--- src/rtl/uart_rx_pkg.sv ---
// uart_rx_pkg: shared state encoding and sizing constants for the UART receiver.
package uart_rx_pkg;
  typedef enum logic [2:0] {
    IDLE   = 3'd0,
    START  = 3'd1,
    DATA   = 3'd2,
    PARITY = 3'd3,
    STOP   = 3'd4,
    CHECK  = 3'd5
  } state_e;
  localparam int PRESCALE_MIN = 8;
  localparam int PRESCALE_MAX = 32;
  localparam int DATA_BITS = 8;
  localparam int EDGE_W = 6;
  localparam int BIT_W = 4;
endpackage

--- src/rtl/uart_rx_fsm.sv ---
// uart_rx_fsm: UART receive frame controller; sequences start/data/parity/stop bits and strobes the checkers.
module uart_rx_fsm
  import uart_rx_pkg::*;
(
  input  logic              clk,
  input  logic              rst,
  input  logic              rx_in,
  input  logic [EDGE_W-1:0] prescale,
  input  logic              par_en,
  input  logic [EDGE_W-1:0] edge_cnt,
  input  logic [BIT_W-1:0]  bit_cnt,
  input  logic              strt_glitch,
  input  logic              par_err,
  input  logic              stp_err,
  output logic              enable,
  output logic              dat_samp_en,
  output logic              strt_chk_en,
  output logic              par_chk_en,
  output logic              stp_chk_en,
  output logic              deser_en,
  output logic              data_valid
);
  state_e state_q, state_d;
  logic [EDGE_W-1:0] ps_q, ps_d;
  logic stp_q, stp_d;
  logic bit_end, chk_pt;
  assign bit_end = edge_cnt == EDGE_W'(ps_q - 1'b1);
  assign chk_pt = edge_cnt == EDGE_W'((ps_q >> 1) + 6'd2);
  always_ff @(posedge clk) begin
    if (rst) begin
      state_q <= IDLE;
      ps_q <= EDGE_W'(PRESCALE_MIN);
      stp_q <= 1'b0;
    end else begin
      state_q <= state_d;
      ps_q <= ps_d;
      stp_q <= stp_d;
    end
  end
  // stop result is registered so data_valid never follows stp_err combinationally
  always_comb begin
    state_d = state_q;
    ps_d = (state_q == IDLE && !rx_in) ? prescale : ps_q;
    stp_d = (state_q == STOP && bit_end) ? stp_err : stp_q;
    unique case (state_q)
      IDLE:    state_d = rx_in ? IDLE : START;
      START:   if (bit_end) state_d = strt_glitch ? IDLE : DATA;
      DATA:    if (bit_end && bit_cnt == BIT_W'(DATA_BITS)) state_d = par_en ? PARITY : STOP;
      PARITY:  if (bit_end) state_d = par_err ? IDLE : STOP;
      STOP:    if (bit_end) state_d = CHECK;
      CHECK:   state_d = rx_in ? IDLE : START;
      default: state_d = IDLE;
    endcase
  end
  always_comb begin
    enable = state_q inside {START, DATA, PARITY, STOP};
    dat_samp_en = enable;
    strt_chk_en = state_q == START && chk_pt;
    par_chk_en = state_q == PARITY && chk_pt;
    stp_chk_en = state_q == STOP && chk_pt;
    deser_en = state_q == DATA && chk_pt;
    data_valid = state_q == CHECK && !stp_q;
  end
endmodule

--- config.mk ---
export PLATFORM = sky130hd
export DESIGN_NAME = uart_rx_fsm
export DESIGN_NICKNAME = d
export VERILOG_FILES = /design/src/rtl/uart_rx_pkg.sv /design/src/rtl/uart_rx_fsm.sv
export SDC_FILE = /design/constraint.sdc
export NUM_CORES = 1
export LEC_CHECK = 0
export ABC_AREA = 0
export CAP_MARGIN = 25
export CORE_MARGIN = 2
export CORE_UTILIZATION = 48
export DETAILED_ROUTE_END_ITERATION = 10
export HOLD_SLACK_MARGIN = 0.08
export PLACE_DENSITY = 0.84
export SYNTH_ARGS = -nofsm -noshare
export SYNTH_HDL_FRONTEND = slang
export SYNTH_SLANG_ARGS = --single-unit
--- constraint.sdc ---
create_clock -name clk -period 4.3 [get_ports clk]
set_input_delay 0.86 -clock clk [delete_from_list [all_inputs] [get_ports clk]]
set_output_delay 0.86 -clock clk [all_outputs]
set_load 0.01 [all_outputs]
==> Word-level counts from Yosys, hierarchy flattened <==
Cells that the tools add are included.
{ "op_classes": {"n_reduce_logical": 14, "n_eq_ne": 12, "n_addsub": 2, "mux": 9} }
{ "op_table": {"columns": ["operator", "n"], "rows": [
  ["3-bit two-way mux", 6],
  ["3-bit case mux with 5 select lines", 1],
  ["6-bit equality test", 2],
  ["1-bit logical AND", 8],
  ["2-bit != test (second input constant)", 4],
  ["5-bit by 2-bit adder with 6-bit output (second input constant)", 1],
  ["3-bit by 2-bit equality test with 1-bit output (second input constant)", 2],
  ["3-bit equality test (second input constant)", 2],
  ["6-bit by 1-bit subtractor with 6-bit output (second input constant)", 1],
  ["4-bit equality test (second input constant)", 1],
  ["4-bit AND reduction", 1],
  ["4-bit nonzero test", 1],
  ["3-bit by 1-bit equality test with 1-bit output (second input constant)", 1],
  ["3-bit logical NOT", 1],
  ["1-bit logical NOT", 2],
  ["2-bit two-way mux", 1],
  ["2-bit OR reduction", 1],
  ["1-bit two-way mux", 1]
]} }
{ "totals": {"register_bits": 10, "in_bits": 23, "output_inout_bits": 7, "word_cells": 40} }

==> Longest topological paths before layout <==
{ "logic_depth": {"word_depth": 5, "ltp_mapped": 8} }

==> Worst setup path before layout <==
No wires, ideal clock.
{ "synth_path": {"path_kind": "input to output", "start": "input edge_cnt[3]", "end": "output deser_en", "setup_slack_ns": 1.694, "stages": 5, "required_time_ns": 3.440, "arrival_time_ns": 1.746, "path_cell_list": "xor2_1 -> mux2i_1 -> o21ai_0 -> nand3_1 -> nor3_1"} }
{ "synth_via": {"elab_chain_len": 2} }
{ "synth_rtl": {"columns": ["element", "line", "source"], "rows": [
  ["start, declared", "uart_rx_fsm.sv:10", "input logic [EDGE_W-1:0] edge_cnt,"],
  ["6-bit equality test", "uart_rx_fsm.sv:28", "assign chk_pt = edge_cnt == EDGE_W'((ps_q >> 1) + 6'd2);"],
  ["1-bit logical AND", "uart_rx_fsm.sv:61", "deser_en = state_q == DATA && chk_pt;"],
  ["end, declared", "uart_rx_fsm.sv:20", "output logic deser_en,"]
]} }
Every way passes these cells.

==> Final worst setup path <==
Ends and elaborated chain as after synthesis.

==> results.toml <==
[clock_tree]
clockBufferDepth = 2
cts-hold-fix-buffers = 0
cts_resized = 0
htree_levels = 1
cts_root_buf = "clkbuf_4"
cts_tree = "built"
insertion_delay_ns = 0.26
numCtsBuffers = 3
cts.clk_slew.worst_paths_ns = 0.06
cts_setup_buffers = 0
clkSinkCount = 10

[placement]
gp_congestion = 0.759
dp_hpwl_mm = 1.58
io_buffers = 29
placed_area_sq_um = 1160
dp_cells = 153
dp_worst_setup_slack_ns = 0.600

[synthesis]
synth_common_cells = "nor2_1, dfxtp_1, xnor2_1"
synth_compound_area_frac = 0.115
synthTopCellsByArea = "dfxtp_1, xnor2_1, mux2i_1"
synthMuxAreaShare = 0.0802
synth_cells = 104
netlist_area_sq_um = 873
synth_top_area_frac = 0.229
synth_top_cell_by_area = "dfxtp_1"
synth.most_common_cell = "nor2_1"
synthAdderAreaFrac = 0.0688
synth_seq_area_share = 0.229
synthFlopType = "dfxtp_1"
ys_seq_elements = 10
yosysUniqueCellTypes = 37
ys_warn_count = 0
ys_async_sr_fraction = 0
synth_top_family_by_area = "simple AND/OR/NAND/NOR gates"
synth_xor_area_frac = 0.160
yosys.area_share.simple = 0.277
synth_edf_count = 0
synth_fp_nets = 131
synth_area_per_cell_sq_um = 8.40

[worst_setup_path]
crit_path_top_delay_cell = "clkdlybuf4s50_1"
crit_path_max_incr_delay_ns = 0.56
critPathRequiredTime_ns = 3.44
crit_chain = "clkdlybuf4s50_1 -> xor2_1 -> mux2i_1 -> o21ai_0 -> nand3_1 -> nor3_1 -> clkdlybuf4s50_1"
critPathKind = "input port to output pin"
cp_common_cell = "clkdlybuf4s50_1"
worstPathArrival_ns = 2.84
start_kind = "input port"
cp-end-kind = "output pin"
path_max_fanout = 4

[global_route]
overflow = 0
grt_pass1_wl_mm = 3.02
grt_usage = 0.199
grt_start_max_net_pins = 13
grt_pass1_vias = 718
grt_antenna_before_repair = 0

[status]
status = "finished clean"

[die]
die_height_microns = 46.7
die-width_microns = 46.7
core-area_sq_um = 1730
rows = 15
start_util = 0.506
ios = 30
dieArea_sq_um = 2180

[sta]
max_freq_ghz = 0.271
tightest_slew_ns = 0.851
fin_crit_ns = 3.70
finalSetupViolCount = 0
whs_ns = 0.473
hold_viol_final = 0
maxSlewViolCount = 0
rsz0062_at_grt = "no"
fin_skew_ns = 0.00339
fin_ws_ns = 0.604
finalCritPeriodShare = 0.860
maxSlewHeadroom = 0.428
tns_ns = 0

[routing]
post_drt_wl_per_cell_microns = 12.3
ant_nets = 0
dr.first_iter.drc_count = 9
viasPerCell = 5.31
dr.pass1.iters = 4
wirelength_mm = 1.93
vias = 828
drc = 0

[pwr]
peakVddDrop_uv = 242
p_total_mw = 0.280
p_leak_nw = 0.447
p_per_area_nw_per_um2 = 236

[cells_and_area]
final_cell_area_sq_um = 1190
drive_gt1_frac = 0.0840
layout.cells.non_filler = 156
nFillCells = 152
n_antenna_cell = 0
area_growth_syn_to_layout_pct = 35.8
nets = 160
final_util = 0.687

[run]
maxCapViolations = 0

[min_path]
hold_class = "flip-flop to flip-flop"
[metal layers]
metal	track usage	vias to the layer above	share of wire
li1	-	417	-
met1	0.277	385	0.44
met2	0.292	22	0.49
met3	0.0118	4	0.042
met4	0.133	0	0.025
met5	0	-	0
[cell usage in the layout (no fill, tap or decap), drive strengths merged]
cell	instances
a211oi	1
a21boi	1
a21oi	2
a311oi	1
a31o	1
a31oi	2
and3	2
clkbuf	3
clkdlybuf4s50	29
dfxtp	10
ha	4
inv	8
maj3	1
mux2i	7
nand2	5
nand2b	1
nand3	3
nand3b	1
nand4	2
nor2	11
nor2b	3
nor3	8
nor4	1
nor4b	2
o2111a	1
o211ai	1
o21ai	1
o22a	1
o31ai	1
or3	1
xnor2	9
xor2	7
[registers in the layout, indices dropped and copies added (netlist names)]
name,count
state_q,3
ps_q,6
stp_q,1
[worst paths after layout]
kind / from / end / slack [ns] / cells past startpoint
max: edge_cnt[3] / deser_en / 0.60 / 7
min: stp_q / stp_q / 0.47 / 2
max reg2reg: ps_q[0] / state_q[0] / 2.47 / 7
min reg2reg: stp_q / stp_q / 0.47 / 2
[kinds of logic (layout without fill, tap and decap cells)]
family,after synthesis,count (layout)
buffers and inverters,13,40
AO/OA/AOI/OAI,13,13
flip-flops,10,10
AND/OR/NAND/NOR,40,40
adder cells (fa/ha/maj),5,5
multiplexers,7,7
XOR/XNOR,16,16
[layout make-up]
cell class | instances | area, sq um | share of cell area
repair buffers | 29 | 290 | 0.245
clock buffers | 3 | 22.5 | 0.0190
multi-input cells | 81 | 612 | 0.516
inverters | 8 | 30.0 | 0.0253
well taps | 25 | 31.3 | 0.0264
flip-flops and latches | 10 | 200 | 0.169
[where the power goes]
group	switching, mW	leakage [nW]	total [mW]	internal (mW)
Clock	0.0293	0.0138	0.0615	0.0322
Sequential	0.0126	0.0819	0.111	0.0986
Combinational	0.0485	0.352	0.108	0.0592
[critical path, delay by kind of cell]
| kind | cells | cell delay [ns] |
|---|---|---|
| xor gates and xnor gates | 1 | 0.24 |
| muxes | 1 | 0.12 |
| and+or+nand+nor | 2 | 0.38 |
| buffers and inverters | 2 | 1.08 |
| AOI/OAI and AO/OA | 1 | 0.17 |
(Power assumes the default switching activity.)
